==> src/rtl/prco_pipeline_ctrl_pkg.sv <==
`default_nettype none
// prco_pipeline_ctrl_pkg -- state encoding, widths and defaults shared by the PRCO control sequencer.
// Revision 1.0
package prco_pipeline_ctrl_pkg;

  localparam int PRCO_CTRL_STATE_W      = 3;
  localparam int PRCO_CTRL_TMO_W        = 8;
  localparam int PRCO_CTRL_INSTR_W      = 16;
  localparam int PRCO_CTRL_RETIRE_W     = 16;
  localparam int PRCO_CTRL_MEM_TIMEOUT  = 15;
  localparam logic [15:0] PRCO_CTRL_RESET_PC = 16'h0000;

  typedef enum logic [PRCO_CTRL_STATE_W-1:0] {
    S_IDLE   = 3'd0,
    S_FETCH  = 3'd1,
    S_DECODE = 3'd2,
    S_DWAIT  = 3'd3,
    S_EXEC   = 3'd4,
    S_MEM    = 3'd5,
    S_WB     = 3'd6,
    S_FAULT  = 3'd7
  } prco_state_t;

  typedef struct packed {
    logic reg_we;
    logic req_ram;
    logic req_ram_we;
  } prco_dec_flags_t;

  // States in which the sequencer is waiting on an external responder.
  function automatic logic prco_is_wait_state(input prco_state_t s);
    return (s == S_FETCH) || (s == S_DWAIT) || (s == S_MEM);
  endfunction

endpackage
`default_nettype wire

==> src/rtl/prco_ctrl_timeout.sv <==
`default_nettype none
// prco_ctrl_timeout -- saturating wait counter shared by the fetch, decode and RAM waits.
// Revision 1.0
module prco_ctrl_timeout
  import prco_pipeline_ctrl_pkg::*;
#(
  parameter int LIMIT = PRCO_CTRL_MEM_TIMEOUT
) (
  input  logic clk,
  input  logic rst_n,
  input  logic clear,
  input  logic enable,
  output logic expired
);

  localparam logic [PRCO_CTRL_TMO_W-1:0] LAST = PRCO_CTRL_TMO_W'(LIMIT - 1);

  logic [PRCO_CTRL_TMO_W-1:0] cnt;

  always_ff @(posedge clk) begin
    if (!rst_n || clear) begin
      cnt <= '0;
    end else if (enable && (cnt != '1)) begin
      cnt <= cnt + 1'b1;
    end
  end

  // Flags the LIMIT-th waiting cycle so the owner can leave on that same edge.
  assign expired = (cnt >= LAST);

endmodule
`default_nettype wire

==> src/rtl/prco_pipeline_ctrl.sv <==
`default_nettype none
// prco_pipeline_ctrl -- multi-cycle fetch/decode/execute/memory/writeback sequencer for the PRCO core.
// Revision 1.0
module prco_pipeline_ctrl
  import prco_pipeline_ctrl_pkg::*;
#(
  parameter int              PC_W        = 16,
  parameter logic [PC_W-1:0] RESET_PC    = PC_W'(PRCO_CTRL_RESET_PC),
  parameter int              MEM_TIMEOUT = PRCO_CTRL_MEM_TIMEOUT
) (
  input  logic                          i_clk,
  input  logic                          i_reset,
  input  logic                          i_en,
  output logic [PC_W-1:0]               q_pc,
  output logic                          q_imem_req,
  input  logic                          i_imem_ack,
  input  logic [PRCO_CTRL_INSTR_W-1:0]  i_imem_data,
  output logic [PRCO_CTRL_INSTR_W-1:0]  q_instr,
  output logic                          q_dec_ce,
  input  logic                          i_dec_ce,
  input  logic                          i_dec_fetch,
  input  logic                          i_dec_reg_we,
  input  logic                          i_dec_req_ram,
  input  logic                          i_dec_req_ram_we,
  output logic                          q_alu_ce,
  output logic                          q_ram_req,
  output logic                          q_ram_we,
  input  logic                          i_ram_ack,
  output logic                          q_wb_we,
  input  logic                          i_br_valid,
  input  logic [PC_W-1:0]               i_br_target,
  output logic [PRCO_CTRL_STATE_W-1:0]  q_state,
  output logic                          q_fault,
  output logic [PRCO_CTRL_RETIRE_W-1:0] q_retired
);

  prco_state_t     state;
  prco_state_t     state_nx;
  prco_dec_flags_t flags;
  logic            tmo_en;
  logic            tmo_clear;
  logic            tmo_expired;
  logic            skip_retire;
  logic            retire;
  logic            is_store;

  prco_ctrl_timeout #(
    .LIMIT (MEM_TIMEOUT)
  ) u_timeout (
    .clk     (i_clk),
    .rst_n   (i_reset),
    .clear   (tmo_clear),
    .enable  (tmo_en),
    .expired (tmo_expired)
  );

  always_ff @(posedge i_clk) begin
    if (!i_reset) begin
      state <= S_IDLE;
    end else begin
      state <= state_nx;
    end
  end

  always_comb begin
    state_nx = state;
    case (state)
      S_IDLE: begin
        if (i_en) state_nx = S_FETCH;
      end
      S_FETCH: begin
        if (i_imem_ack)       state_nx = S_DECODE;
        else if (tmo_expired) state_nx = S_FAULT;
      end
      S_DECODE: begin
        state_nx = S_DWAIT;
      end
      S_DWAIT: begin
        // A valid executable instruction wins over a concurrent skip request.
        if (i_dec_ce)         state_nx = S_EXEC;
        else if (i_dec_fetch) state_nx = i_en ? S_FETCH : S_IDLE;
        else if (tmo_expired) state_nx = S_FAULT;
      end
      S_EXEC: begin
        state_nx = flags.req_ram ? S_MEM : S_WB;
      end
      S_MEM: begin
        if (i_ram_ack)        state_nx = S_WB;
        else if (tmo_expired) state_nx = S_FAULT;
      end
      S_WB: begin
        state_nx = i_en ? S_FETCH : S_IDLE;
      end
      S_FAULT: begin
        state_nx = S_FAULT;
      end
      default: begin
        state_nx = S_IDLE;
      end
    endcase
  end

  assign tmo_en      = prco_is_wait_state(state);
  assign tmo_clear   = (state_nx != state);
  assign skip_retire = (state == S_DWAIT) && !i_dec_ce && i_dec_fetch;
  assign retire      = (state == S_WB) || skip_retire;
  assign is_store    = flags.req_ram && flags.req_ram_we;

  always_ff @(posedge i_clk) begin
    if (!i_reset) begin
      q_pc      <= RESET_PC;
      q_instr   <= '0;
      q_retired <= '0;
      flags     <= '0;
    end else begin
      if ((state == S_FETCH) && i_imem_ack) begin
        q_instr <= i_imem_data;
      end
      if ((state == S_DWAIT) && i_dec_ce) begin
        flags.reg_we     <= i_dec_reg_we;
        flags.req_ram    <= i_dec_req_ram;
        flags.req_ram_we <= i_dec_req_ram_we;
      end
      if (retire) begin
        q_retired <= q_retired + 1'b1;
        if ((state == S_WB) && i_br_valid) q_pc <= i_br_target;
        else                                q_pc <= q_pc + 1'b1;
      end
    end
  end

  assign q_imem_req = (state == S_FETCH);
  assign q_dec_ce   = (state == S_DECODE);
  assign q_alu_ce   = (state == S_EXEC);
  assign q_ram_req  = (state == S_MEM);
  assign q_ram_we   = (state == S_MEM) && flags.req_ram_we;
  assign q_wb_we    = (state == S_WB) && flags.reg_we && !is_store;
  assign q_fault    = (state == S_FAULT);
  assign q_state    = state;

endmodule
`default_nettype wire

==> config.mk <==
export PLATFORM = sky130hd
export DESIGN_NAME = prco_pipeline_ctrl
export DESIGN_NICKNAME = d
export VERILOG_FILES = /design/src/rtl/prco_pipeline_ctrl_pkg.sv /design/src/rtl/prco_ctrl_timeout.sv /design/src/rtl/prco_pipeline_ctrl.sv
export SDC_FILE = /design/constraint.sdc
export NUM_CORES = 1
export LEC_CHECK = 0
export CELL_PAD_IN_SITES_DETAIL_PLACEMENT = 1
export CELL_PAD_IN_SITES_GLOBAL_PLACEMENT = 2
export CORE_AREA = 2 2 104 126
export DETAILED_ROUTE_END_ITERATION = 8
export DIE_AREA = 0 0 106 128
export PLACE_DENSITY = 0.79
export SLEW_MARGIN = 20
export SYNTH_ARGS = -nofsm -noshare
export SYNTH_HDL_FRONTEND = slang
export SYNTH_SLANG_ARGS = --single-unit
==> constraint.sdc <==
create_clock -name i_clk -period 2.55 [get_ports i_clk]
set_clock_uncertainty 0.1 [all_clocks]
set_input_delay 0.51 -clock i_clk [delete_from_list [all_inputs] [get_ports i_clk]]
set_output_delay 0.51 -clock i_clk [all_outputs]
set_load 0.02 [all_outputs]
==> key figures <==
Synthesis
  • Top FF cell, synth: dfxtp_1
  • Combinational family with the most area after synthesis: simple AND/OR/NAND/NOR gates
  • Sequential-to-total area share from yosys stat: 39.2%
  • Xor and xnor area share after synthesis: 4.15%
  • Synth Instances: 389
  • Post-synthesis compound-gate area fraction: 20.0%
  • Largest cells by area after synthesis: dfxtp_1 (39%), nand2_1 (6.9%), a21oi_1 (5.8%)
  • Adder-cell share of the synthesized area: 1.58%
  • Ys async rst share: 0%
  • Mapped Nets: 436
  • Mapped cell area: 3170 um2
  • Area share of the largest cell type after synthesis: 39.2%
  • Simple-gate portion of the synthesized area: 27.6%
  • Post-synth top area cell: dfxtp_1
  • Warning count from the yosys run: 0
  • Post-synthesis mux area share: 2.92%
  • Post-Syn Area per Cell: 8.14 um2
  • Yosys reg bits: 62
  • Post-synth EDFFs: 0
  • Post-synth cell types: 62

Global route
  • Largest net degree at the start of global routing: 23
  • First-pass GRT wire length: 17300 um
  • Vias in the first global route: 3573
  • Initial antenna violation count: 0
  • Grt ovf: 0
  • GRT Util Overall: 16.0%

Drt
  • Initial detailed-routing violation count: 69
  • Drc violations: 0
  • Final wirelength: 10500 um
  • Vias/cell: 4.89
  • DRT met1 WL: 4580 um
  • Uppermost layer routed: met4
  • Met3 WL: 381 um
  • Drt first pass iters: 4
  • Vias: 3303
  • Final ANT Viol Nets: 0
  • WL met2: 5360 um
  • DR WL/cell: 15.6 um

Clocking
  • Cts repair resizes: 6
  • Clock root cell: clkbuf_16
  • CTS sink cnt: 62
  • Cts bufs inserted: 9
  • TritonCTS clock tree: done
  • Clk buf depth: 2
  • Clock transition at path regs: 50 ps
  • Clock Latency Late Sink: 330 ps
  • Htree depth: 3
  • Hold Buf Count CTS: 0
  • Post-CTS Setup Inserts: 0

Worst setup path
  • Worst Setup Start Kind: flop
  • RR Endpoint: q_pc[8]$_SDFFE_PN0P_
  • Worst Setup Path Type: reg -> out
  • Reg2Reg Setup Slack: 350 ps
  • Reg2reg start: q_state[0]$_SDFF_PN0_
  • Required time of the worst setup path: 1940 ps
  • Crit path launch: q_state[2]$_SDFF_PN0_
  • Reg2Reg Depth: 6
  • Worst setup EP type: output pin
  • Crit Path Max Fanout: 15
  • Crit path DAT: 1810 ps

STA
  • Tcrit/Tclk final: 95.0%
  • Worst slew pin tran: 552 ps
  • Worst relative slew slack: 63.1%
  • Total negative slack: 0 ps
  • Min cycle time layout: 2420 ps
  • Setup violators final: 0
  • Max Slew Vio Count: 0
  • Hold_ws: 352 ps
  • Endpoints failing hold: 0
  • Max Freq: 0.413 GHz
  • RSZ-0062 raised after global routing: no

Job
  • Max cap viols: 0

Pwr
  • Max IR drop VDD: 328 uV
  • P_leak: 1.66 nW
  • Power Dens Cells: 607 nW/um2
  • Total Power: 0.00296 W

Placed design
  • Final Wtd Congestion: 0.800
  • Post-detail-place hpwl: 7840 um
  • DP Area: 4510 um2
  • IO Port Bufs: 100

Floorplan
  • # rows: 45
  • I/O pin cnt: 101
  • DIE WIDTH: 106 um
  • Std-Cell Core Area: 12400 um2
  • DIE AREA: 13600 um2
  • Starting Density: 25.4%
  • Die span in y: 128 um

Final layout
  • Share of layout cells above drive strength 1: 12.7%
  • Fin area: 4880 um2
  • FILL cells: 1461
  • Nets: 553
  • Area growth syn-to-layout: 54.0%
  • Ant diodes: 0

Hold path
  • Hold Path End: q_instr[4]$_SDFFE_PN0P_
  • Hold_sp: q_instr[4]$_SDFFE_PN0P_
  • HP Class: reg -> reg
  • WHS Path Cells: 2

Outcome
  • Status: finished clean
[stage by stage]
stage | setup WS [ps] | util (%) | instances
5_1_grt | 54.0 | 39.2 | 675
2_1_floorplan | 26.8 | - | 389
4_1_cts | 51.6 | 39.2 | 675
3_5_place_dp | -47.3 | 36.3 | 659
6_report | 128 | 39.2 | 675
3_3_place_gp | -9.53 | 36.3 | 659
[worst max path at each step]
stage                                          endpoint  slack, ps  depth (start not counted)
after floorplan                                 q_wb_we         30                          4
after global placement    u_timeout.cnt[1]$_SDFFE_PP0P_        -10                          6
after detailed placement  u_timeout.cnt[2]$_SDFFE_PP0P_        -50                          6
after CTS                                      q_dec_ce         50                          3
after global routing                         q_imem_req         50                          4
final                                        q_imem_req        130                          4
[routing by layer]
metal,up-vias,global-route usage [%]
met2,63,28.9
met1,1589,18.4
met3,12,3.15
met4,0,6.42
met5,-,0
li1,1639,-
[report_power, final]
part | internal [W] | total [W] | leakage (nW) | switching [W]
Clock | 0.000983 | 0.00143 | 0.166 | 0.000452
Sequential | 0.00100 | 0.00104 | 0.502 | 0.0000389
Combinational | 0.000237 | 0.000485 | 0.994 | 0.000247
[worst max-delay path, stage by stage, from the launching register on]
cell,delay (ps)
dfxtp_2,370
buf_12,160
nand2b_1,170
nor2_1,140
clkdlybuf4s50_1,640
[sequential cells by signal (all words and copies together) (netlist names)]
name and flops:
q_instr 16, q_pc 16, q_retired 16, u_timeout.cnt 8, flags 3, q_state 3
[cells in the final DEF (no fill, tap or decap), types with 3 or more instances in the layout]
cell | Yosys | layout
xor2_1 | 5 | 5
xnor2_1 | 10 | 10
dfxtp_1 | 62 | 60
a22oi_1 | 4 | 4
o21ai_0 | 21 | 21
inv_1 | 8 | 8
and3_1 | 4 | 4
clkdlybuf4s50_1 | 0 | 98
mux2i_1 | 7 | 7
a21oi_1 | 37 | 37
nand4_1 | 8 | 8
nor3_1 | 19 | 19
buf_4 | 2 | 26
nand2_1 | 58 | 58
nand2b_1 | 3 | 3
or3_1 | 12 | 12
clkbuf_16 | 0 | 9
nand3_1 | 15 | 15
bufinv_16 | 0 | 3
and2_1 | 5 | 5
ha_1 | 4 | 4
nor4_1 | 4 | 4
a31oi_1 | 5 | 5
nor2_1 | 29 | 29
[cells in the mapped netlist, drive strengths merged, types with 2 or more instances]
library cell / instances
nor2: 29
buf: 13
mux2i: 8
and4: 2
nor2b: 3
nor3: 20
or2: 2
a21boi: 2
nor4: 5
a311o: 2
nand3: 15
nand4: 8
inv: 9
nand2b: 3
o211ai: 2
xor2: 5
a2111oi: 2
clkbuf: 9
or3: 12
nand2: 58
o311a: 2
ha: 4
a41oi: 3
a22oi: 4
o21ai: 22
o211a: 2
dfxtp: 62
and2: 5
and3: 4
xnor2: 10
a31oi: 5
o2111ai: 3
nor4b: 2
a21oi: 37
[layout make-up]
type | count | area, um2 | share of cell area [%]
Clock buffer | 11 | 243 | 4.98
Inverter | 9 | 33.8 | 0.693
Multi-Input combinational cell | 296 | 1810 | 37.0
Clock inverter | 5 | 106 | 2.18
Timing Repair Buffer | 128 | 1240 | 25.4
Tap cell | 164 | 205 | 4.21
Sequential cell | 62 | 1250 | 25.6
[cell families (layout without fill, tap and decap cells)]
logic type / count (synthesis) / count (layout)
adder cells (fa/ha/maj): 4 / 4
multiplexers: 8 / 8
XOR/XNOR: 15 / 15
AO/OA/AOI/OAI: 95 / 95
AND/OR/NAND/NOR: 174 / 174
buffers and inverters: 31 / 153
flip-flops: 62 / 62
Note: power is estimated with default switching activity, not from simulation.
